[config.mk]
export PLATFORM = sky130hd
export DESIGN_NAME = simt_core_param
export DESIGN_NICKNAME = d
export VERILOG_FILES = /design/src/rtl/simt_core_param.sv
export SDC_FILE = /design/constraint.sdc
export NUM_CORES = 1
export LEC_CHECK = 0
export BUFFER_PORTS_ARGS = -buffer_cell sky130_fd_sc_hd__buf_2
export CAP_MARGIN = 20
export CORE_ASPECT_RATIO = 0.5
export CORE_MARGIN = 1.5
export CORE_UTILIZATION = 23
export DETAILED_ROUTE_END_ITERATION = 10
export GPL_ROUTABILITY_DRIVEN = 0
export PLACE_DENSITY = 0.41
export SKIP_LAST_GASP = 1
export SLEW_MARGIN = 20
export SYNTH_ARGS = -nofsm -noshare
export SYNTH_HDL_FRONTEND = slang
export SYNTH_SLANG_ARGS = --single-unit
[constraint.sdc]
create_clock -name clk -period 3.37 [get_ports clk]
set_input_delay 0.1685 -clock clk [delete_from_list [all_inputs] [get_ports clk]]
set_output_delay 0.1685 -clock clk [all_outputs]
set_load 0.005 [all_outputs]
[src/rtl/simt_core_param.sv]
// ---------------------------------------------------------------------------
// simt_core_param
// Per-thread-slot SIMT core. Each instruction is fetched at pc, decoded,
// has its two operands and its predicate read from the shared files, may wait
// for a handshaked data load, and then executes. Results go out as one-cycle
// write strobes to the register file, the predicate file, the data memory or
// the dispatch queue. When a thread finishes (DONE), the core asks for a new
// start pc through a request/valid handshake.
//
// Parameters
//   DATA_W    register / memory / immediate data width (>= 16)
//   PC_W      program counter width
//   NUM_REGS  architectural registers (<= 16, indices wrap modulo NUM_REGS)
//   NUM_PREDS predicate registers (<= 4, predicate 0 always true)
//
// Ports
//   clk, rst                   clock, synchronous active-high reset
//   pc / instr                 fetch address and its instruction word
//   readreg0/1, in_reg0/1      operand register read port
//   reg_wen/waddr/wval         register write strobe
//   pred, pred_val             predicate read port
//   pred_wen/waddr/wval        predicate write strobe
//   mem_rd_req, readmem0,
//   mem_rd_valid, in_mem0      handshaked load
//   mem_wen/waddr/wval         store strobe
//   queue_wen, queue_number    dispatch-queue push
//   request_new_pc,
//   new_pc_valid, new_pc       new start-pc handshake
//
// Build option
//   SIMT_CORE_MUL_EN  when defined, opcode 2 multiplies; otherwise it is a NOP
//                     and no multiplier exists.
// ---------------------------------------------------------------------------
module simt_core_param #(
   parameter int DATA_W    = 16,
   parameter int PC_W      = 16,
   parameter int NUM_REGS  = 16,
   parameter int NUM_PREDS = 4
) (
   input  logic              clk,
   input  logic              rst,
   output logic [PC_W-1:0]   pc,
   input  logic [31:0]       instr,
   output logic [3:0]        readreg0,
   output logic [3:0]        readreg1,
   input  logic [DATA_W-1:0] in_reg0,
   input  logic [DATA_W-1:0] in_reg1,
   output logic              reg_wen,
   output logic [3:0]        reg_waddr,
   output logic [DATA_W-1:0] reg_wval,
   output logic [1:0]        pred,
   input  logic              pred_val,
   output logic              pred_wen,
   output logic [1:0]        pred_waddr,
   output logic              pred_wval,
   output logic              mem_rd_req,
   output logic [DATA_W-1:0] readmem0,
   input  logic              mem_rd_valid,
   input  logic [DATA_W-1:0] in_mem0,
   output logic              mem_wen,
   output logic [DATA_W-1:0] mem_waddr,
   output logic [DATA_W-1:0] mem_wval,
   output logic              queue_wen,
   output logic [3:0]        queue_number,
   output logic              request_new_pc,
   input  logic              new_pc_valid,
   input  logic [PC_W-1:0]   new_pc
);

   typedef enum logic [2:0] {WAIT_PC, DECODE, READ, MEM, EXEC} state_t;

   localparam logic [4:0] OP_LD   = 5'd0;
   localparam logic [4:0] OP_ST   = 5'd1;
   localparam logic [4:0] OP_MUL  = 5'd2;
   localparam logic [4:0] OP_ADD  = 5'd3;
   localparam logic [4:0] OP_SUB  = 5'd4;
   localparam logic [4:0] OP_SHR  = 5'd5;
   localparam logic [4:0] OP_SHL  = 5'd6;
   localparam logic [4:0] OP_AND  = 5'd7;
   localparam logic [4:0] OP_NOT  = 5'd8;
   localparam logic [4:0] OP_XOR  = 5'd9;
   localparam logic [4:0] OP_OR   = 5'd10;
   localparam logic [4:0] OP_NAND = 5'd11;
   localparam logic [4:0] OP_LDI  = 5'd12;
   localparam logic [4:0] OP_SETP = 5'd13;
   localparam logic [4:0] OP_QREG = 5'd14;
   localparam logic [4:0] OP_QIMM = 5'd15;
   localparam logic [4:0] OP_DONE = 5'd16;
   localparam logic [4:0] OP_BRA  = 5'd17;

   // Register fields are 4 bits wide; smaller register files alias the upper indices.
   function automatic logic [3:0] wrapReg(input logic [3:0] idx);
      wrapReg = 4'(int'(idx) % NUM_REGS);
   endfunction

   state_t              r_state;
   state_t              w_nextState;
   logic [PC_W-1:0]     r_pc;
   logic [1:0]          r_psel;
   logic                r_pinv;
   logic [4:0]          r_op;
   logic [3:0]          r_ra;
   logic [3:0]          r_rb;
   logic [3:0]          r_rd;
   logic [15:0]         r_imm;
   logic [DATA_W-1:0]   r_reg0;
   logic [DATA_W-1:0]   r_reg1;
   logic [DATA_W-1:0]   r_mem;
   logic                r_en;
   logic                r_regWen;
   logic [3:0]          r_regWaddr;
   logic [DATA_W-1:0]   r_regWval;
   logic                r_predWen;
   logic [1:0]          r_predWaddr;
   logic                r_predWval;
   logic                r_memWen;
   logic [DATA_W-1:0]   r_memWaddr;
   logic [DATA_W-1:0]   r_memWval;
   logic                r_queueWen;
   logic [3:0]          r_queueNumber;

   logic                w_en;
   logic                w_doRegWr;
   logic [DATA_W-1:0]   w_regVal;
   logic                w_doPredWr;
   logic                w_doMemWr;
   logic                w_doQueueWr;
   logic [3:0]          w_queueNum;

   // Predicate 0 reads as true without consulting the predicate file.
   assign w_en = ((r_psel == 2'd0) ? 1'b1 : pred_val) ^ r_pinv;

   assign pc             = r_pc;
   assign readreg0       = wrapReg(r_ra);
   assign readreg1       = wrapReg(r_rb);
   assign pred           = r_psel;
   assign request_new_pc = (r_state == WAIT_PC);
   assign mem_rd_req     = (r_state == MEM);
   assign readmem0       = mem_rd_req ? r_reg0 : '0;
   assign reg_wen        = r_regWen;
   assign reg_waddr      = r_regWaddr;
   assign reg_wval       = r_regWval;
   assign pred_wen       = r_predWen;
   assign pred_waddr     = r_predWaddr;
   assign pred_wval      = r_predWval;
   assign mem_wen        = r_memWen;
   assign mem_waddr      = r_memWaddr;
   assign mem_wval       = r_memWval;
   assign queue_wen      = r_queueWen;
   assign queue_number   = r_queueNumber;

   // State register.
   always_ff @(posedge clk) begin
      if (rst) begin
         r_state <= WAIT_PC;
      end else begin
         r_state <= w_nextState;
      end
   end

   // Next-state logic. A load only detours through MEM when it is enabled;
   // only an enabled DONE returns to WAIT_PC.
   always_comb begin
      w_nextState = r_state;
      case (r_state)
         WAIT_PC: if (new_pc_valid) w_nextState = DECODE;
         DECODE:  w_nextState = READ;
         READ:    w_nextState = (r_op == OP_LD && w_en) ? MEM : EXEC;
         MEM:     if (mem_rd_valid) w_nextState = EXEC;
         EXEC:    w_nextState = (r_en && r_op == OP_DONE) ? WAIT_PC : DECODE;
         default: w_nextState = WAIT_PC;
      endcase
   end

   // Execute-stage result selection from the latched operands. A disabled
   // instruction produces no write of any kind.
   always_comb begin
      w_doRegWr   = 1'b0;
      w_regVal    = '0;
      w_doPredWr  = 1'b0;
      w_doMemWr   = 1'b0;
      w_doQueueWr = 1'b0;
      w_queueNum  = 4'd0;
      if (r_en) begin
         case (r_op)
            OP_LD:   begin w_doRegWr = 1'b1; w_regVal = r_mem; end
            OP_ST:   w_doMemWr = 1'b1;
`ifdef SIMT_CORE_MUL_EN
            OP_MUL:  begin w_doRegWr = 1'b1; w_regVal = r_reg0 * r_reg1; end
`endif
            OP_ADD:  begin w_doRegWr = 1'b1; w_regVal = r_reg0 + r_reg1; end
            OP_SUB:  begin w_doRegWr = 1'b1; w_regVal = r_reg0 - r_reg1; end
            OP_SHR:  begin w_doRegWr = 1'b1; w_regVal = r_reg0 >> r_reg1; end
            OP_SHL:  begin w_doRegWr = 1'b1; w_regVal = r_reg0 << r_reg1; end
            OP_AND:  begin w_doRegWr = 1'b1; w_regVal = r_reg0 & r_reg1; end
            OP_NOT:  begin w_doRegWr = 1'b1; w_regVal = DATA_W'(r_reg0 == '0); end
            OP_XOR:  begin w_doRegWr = 1'b1; w_regVal = r_reg0 ^ r_reg1; end
            OP_OR:   begin w_doRegWr = 1'b1; w_regVal = r_reg0 | r_reg1; end
            OP_NAND: begin w_doRegWr = 1'b1; w_regVal = ~(r_reg0 & r_reg1); end
            OP_LDI:  begin w_doRegWr = 1'b1; w_regVal = DATA_W'(r_imm); end
            OP_SETP: w_doPredWr = (r_rd[1:0] != 2'd0) && (int'(r_rd[1:0]) < NUM_PREDS);
            OP_QREG: begin w_doQueueWr = 1'b1; w_queueNum = r_reg0[3:0]; end
            OP_QIMM: begin w_doQueueWr = 1'b1; w_queueNum = r_imm[3:0]; end
            default: ;
         endcase
      end
   end

   // Datapath: pc, latched fields and operands, and the write strobes. Strobes
   // default low every cycle so each one lives exactly one cycle after EXEC.
   always_ff @(posedge clk) begin
      if (rst) begin
         r_pc          <= '0;
         r_psel        <= 2'd0;
         r_pinv        <= 1'b0;
         r_op          <= 5'd0;
         r_ra          <= 4'd0;
         r_rb          <= 4'd0;
         r_rd          <= 4'd0;
         r_imm         <= 16'd0;
         r_reg0        <= '0;
         r_reg1        <= '0;
         r_mem         <= '0;
         r_en          <= 1'b0;
         r_regWen      <= 1'b0;
         r_regWaddr    <= 4'd0;
         r_regWval     <= '0;
         r_predWen     <= 1'b0;
         r_predWaddr   <= 2'd0;
         r_predWval    <= 1'b0;
         r_memWen      <= 1'b0;
         r_memWaddr    <= '0;
         r_memWval     <= '0;
         r_queueWen    <= 1'b0;
         r_queueNumber <= 4'd0;
      end else begin
         r_regWen   <= 1'b0;
         r_predWen  <= 1'b0;
         r_memWen   <= 1'b0;
         r_queueWen <= 1'b0;
         case (r_state)
            WAIT_PC: if (new_pc_valid) r_pc <= new_pc;
            DECODE: begin
               r_psel <= instr[31:30];
               r_pinv <= instr[29];
               r_op   <= instr[28:24];
               r_ra   <= instr[23:20];
               r_rb   <= instr[19:16];
               r_rd   <= instr[15:12];
               r_imm  <= instr[15:0];
            end
            READ: begin
               r_reg0 <= in_reg0;
               r_reg1 <= in_reg1;
               r_en   <= w_en;
            end
            MEM: if (mem_rd_valid) r_mem <= in_mem0;
            EXEC: begin
               r_regWen   <= w_doRegWr;
               r_predWen  <= w_doPredWr;
               r_memWen   <= w_doMemWr;
               r_queueWen <= w_doQueueWr;
               if (w_doRegWr) begin
                  r_regWaddr <= wrapReg(r_rd);
                  r_regWval  <= w_regVal;
               end
               if (w_doPredWr) begin
                  r_predWaddr <= r_rd[1:0];
                  r_predWval  <= (r_reg0 < r_reg1);
               end
               if (w_doMemWr) begin
                  r_memWaddr <= r_reg1;
                  r_memWval  <= r_reg0;
               end
               if (w_doQueueWr) begin
                  r_queueNumber <= w_queueNum;
               end
               if (r_en && r_op == OP_DONE) begin
                  r_pc <= r_pc;
               end else if (r_en && r_op == OP_BRA) begin
                  r_pc <= PC_W'(r_imm);
               end else begin
                  r_pc <= r_pc + PC_W'(1);
               end
            end
            default: ;
         endcase
      end
   end

endmodule

==> qor.yml <==
status: "completed"
synth_top_area_share_pct: 30.44
netlist_top_cells_count: "295 x nand2_1, 185 x a21oi_1, 163 x dfxtp_1"
postCtsResizedCells: 0
path_clk_slew_ps: 70
syn_inst: 1423
cp_common_cell: "a21oi_1"
path_cells: "inv_1, ha_1, nor3_1, o21ai_0, a21oi_1, o41a_1, a31oi_1, mux2_2, a21oi_1, o211ai_2"
core_mm2: 0.04563
drtAntennaViolNets: 0
worst-path-buf-inv: 1
die-width_um: 308.3
antenna_cells: 0
reg2reg_setup_slack_ps: 480
worst_slew_pin_slew_ps: 807.7
grtUsageTotal_pct: 19.52
rr_endpoint: "reg_wval[15]$_SDFFE_PP0P_"
wl_per_cell_um: 20.45
rsz0062_at_grt: "false"
cts_sinks: 163
reg2reg_from: "r_reg0[2]$_SDFFE_PP0N_"
first_global_vias: 10913
via_per_inst: 4.899
drc: 0
wl_um: 47170
holdBufCountCts: 75
die_area_mm2: 0.04799
yosysMostFrequentCell: "nand2_1"
max_freq_mhz: 345.7
maxCapViolations: 0
initial_core_util_pct: 23.50
postCtsSetupBuffers: 0
num_rows: 55
hold_path_class: "in -> reg"
finalNonFillerCells: 2306
vias: 11298
clock_path_buffers: 2
cp.arrival_ps: 3230
drive_above_1_share_pct: 21.44
period_needed_ps: 2893
numCtsBuffers: 17
synth_area_mm2: 0.01072
final_max_slew_viol_count: 0
yosysUniqueCellTypes: 92
max-slew-margin-rel_pct: 46.15
cp-start-kind: "flop"
syn_to_final_growth_pct: 28.56
place_hpwl_um: 34860
post-route-util_pct: 30.21
yosysSeqAreaShare_pct: 30.44
synth_fp_nets: 1575
setup_ws_ps: 477.3
ys_async_sr_fraction_pct: 0
leakagePower_nw: 5.377
fp.dieH_um: 155.7
fin_setup_tns_ps: 0
crit_slowest_cell: "ha_1"
grt-ovfl-total: 0
avgSynthCellArea_um2: 7.534
cp-end-kind: "flop"
synth_area_leaders: "dfxtp_1 30%, nand2_1 10%, a21oi_1 8.6%, ha_1 5.7%, nor2_1 4.7%"
hold_depth: 3
hold_viol_final: 0
required_ps: 3710
nNetsFinal: 1818
ios: 208
synth_ff_type: "dfxtp_1"
ir_worst_vdd_uv: 368.8
antenna_found_initial: 2
fin_crit_sh_pct: 85.84
grt_pass1_wl_um: 70270
h-tree-depth: 4
dr.first_iter.drc_count: 982
critPathTopFamily: "compound AO/OA/AOI/OAI gates"
ff2ff_path_depth: 10
min_to: "r_mem[1]$_SDFFE_PP0P_"
cts-root-buf: "clkbuf_16"
dp_worst_setup_slack_ps: 570.6
worst-path-max-fanout: 9
cts_tree: "yes"
synth_area_leader_cell: "dfxtp_1"
drtPass1Iterations: 5
critPathKind: "reg -> reg"
ys_ff_latch: 163
num-fill-cells: 5012
synth_edf_count: 0
clock_latency_ps: 470
final-setup-viol-count: 0
powerDensity_mw_per_mm2: 432.5
holdCritStartpoint: "in_mem0[1]"
yosys_warnings: 0
skew_ps: 19.82
grt_max_degree: 56
portBuffers: 207
max_stage_delay_ps: 510
dp.cells: 2199
==> worst min-delay path, delay by kind of cell <==
| kind | cells | cell delay, ps |
|---|---|---|
| AOI/OAI and AO/OA | 1 | 60 |
| buffers and inverters | 1 | 100 |
| and+or+nand+nor | 1 | 80 |
==> routing by layer <==
layer / vias to the layer above / GRT usage [%] / share of wire [%]
met5: - / 0 / 0
met4: 0 / 5.536 / 2.1
met3: 49 / 3.260 / 5.2
met2: 328 / 30.87 / 45
met1: 5418 / 27.23 / 48
li1: 5503 / - / -
==> state kept, by name, indices dropped and copies added (netlist names), 5 cells and up <==
| name | count |
|---|---|
| r_reg1 | 16 |
| r_reg0 | 16 |
| pc | 16 |
| mem_waddr | 16 |
| reg_wval | 16 |
| r_imm | 12 |
| r_mem | 16 |
| r_op | 5 |
| mem_wval | 16 |
==> layout make-up <==
class,count,area (µm²),area share [%]
well taps,627,784.5,5.692
multi-input cells,1093,6701,48.62
flip-flops and latches,163,3264,23.69
inverters,45,168.9,1.226
clock inverters,14,141.4,1.026
repair buffers,346,2282,16.56
clock buffers,18,439.2,3.187
==> cell usage in the layout, fill, tap and decap left out, types with 45 or more instances in the layout <==
master	netlist	routed
a211oi_1	53	53
nor2_1	134	133
buf_2	27	206
dlygate4sd3_1	0	75
ha_1	49	49
nand2_1	295	295
buf_4	7	64
dfxtp_1	163	162
inv_1	45	45
a21oi_1	185	185
==> stage by stage <==
stage	hold WS [ps]	cell area [µm²]	power (mW)
after floorplan	304.5	10720	3.291
after global placement	412.5	12450	3.881
after detailed placement	415.7	12450	3.868
after CTS	4.749	13780	6.002
after global routing	16.04	13780	6.262
final	1.475	13780	5.961
==> kinds of logic (layout without fill, tap and decap cells) <==
| kind of cell | after synthesis | after routing | share of synthesized area, % |
|---|---|---|---|
| and+or+nand+nor | 566 | 566 | 23.62 |
| DFF | 163 | 163 | 30.44 |
| AOI/OAI and AO/OA | 408 | 408 | 25.01 |
| adders and majority gates | 51 | 51 | 6.092 |
| muxes | 46 | 46 | 5.742 |
| buffers and inverters | 167 | 423 | 7.294 |
| xor gates and xnor gates | 22 | 22 | 1.797 |
==> report_power, final <==
| part | switching (mW) | internal (mW) | total [mW] |
|---|---|---|---|
| clock network | 0.986 | 1.06 | 2.05 |
| registers | 0.157 | 2.03 | 2.19 |
| logic | 1.06 | 0.667 | 1.73 |
==> worst max-delay path by stage <==
stage,startpoint,end,slack [ps],cells after the start
5_1_grt,r_reg0[0]$_SDFFE_PP0N_,reg_wval[14]$_SDFFE_PP0P_,160,11
3_5_place_dp,r_reg0[0]$_SDFFE_PP0N_,reg_wval[14]$_SDFFE_PP0P_,570,11
3_3_place_gp,r_reg0[7]$_SDFFE_PP0N_,reg_wval[15]$_SDFFE_PP0P_,590,10
4_1_cts,r_reg0[0]$_SDFFE_PP0N_,reg_wval[14]$_SDFFE_PP0P_,530,11
6_report,r_reg0[2]$_SDFFE_PP0N_,reg_wval[15]$_SDFFE_PP0P_,480,10
2_1_floorplan,r_reg1[4]$_SDFFE_PP0N_,reg_wval[15]$_SDFFE_PP0P_,410,13
(Power assumes the default switching activity.)
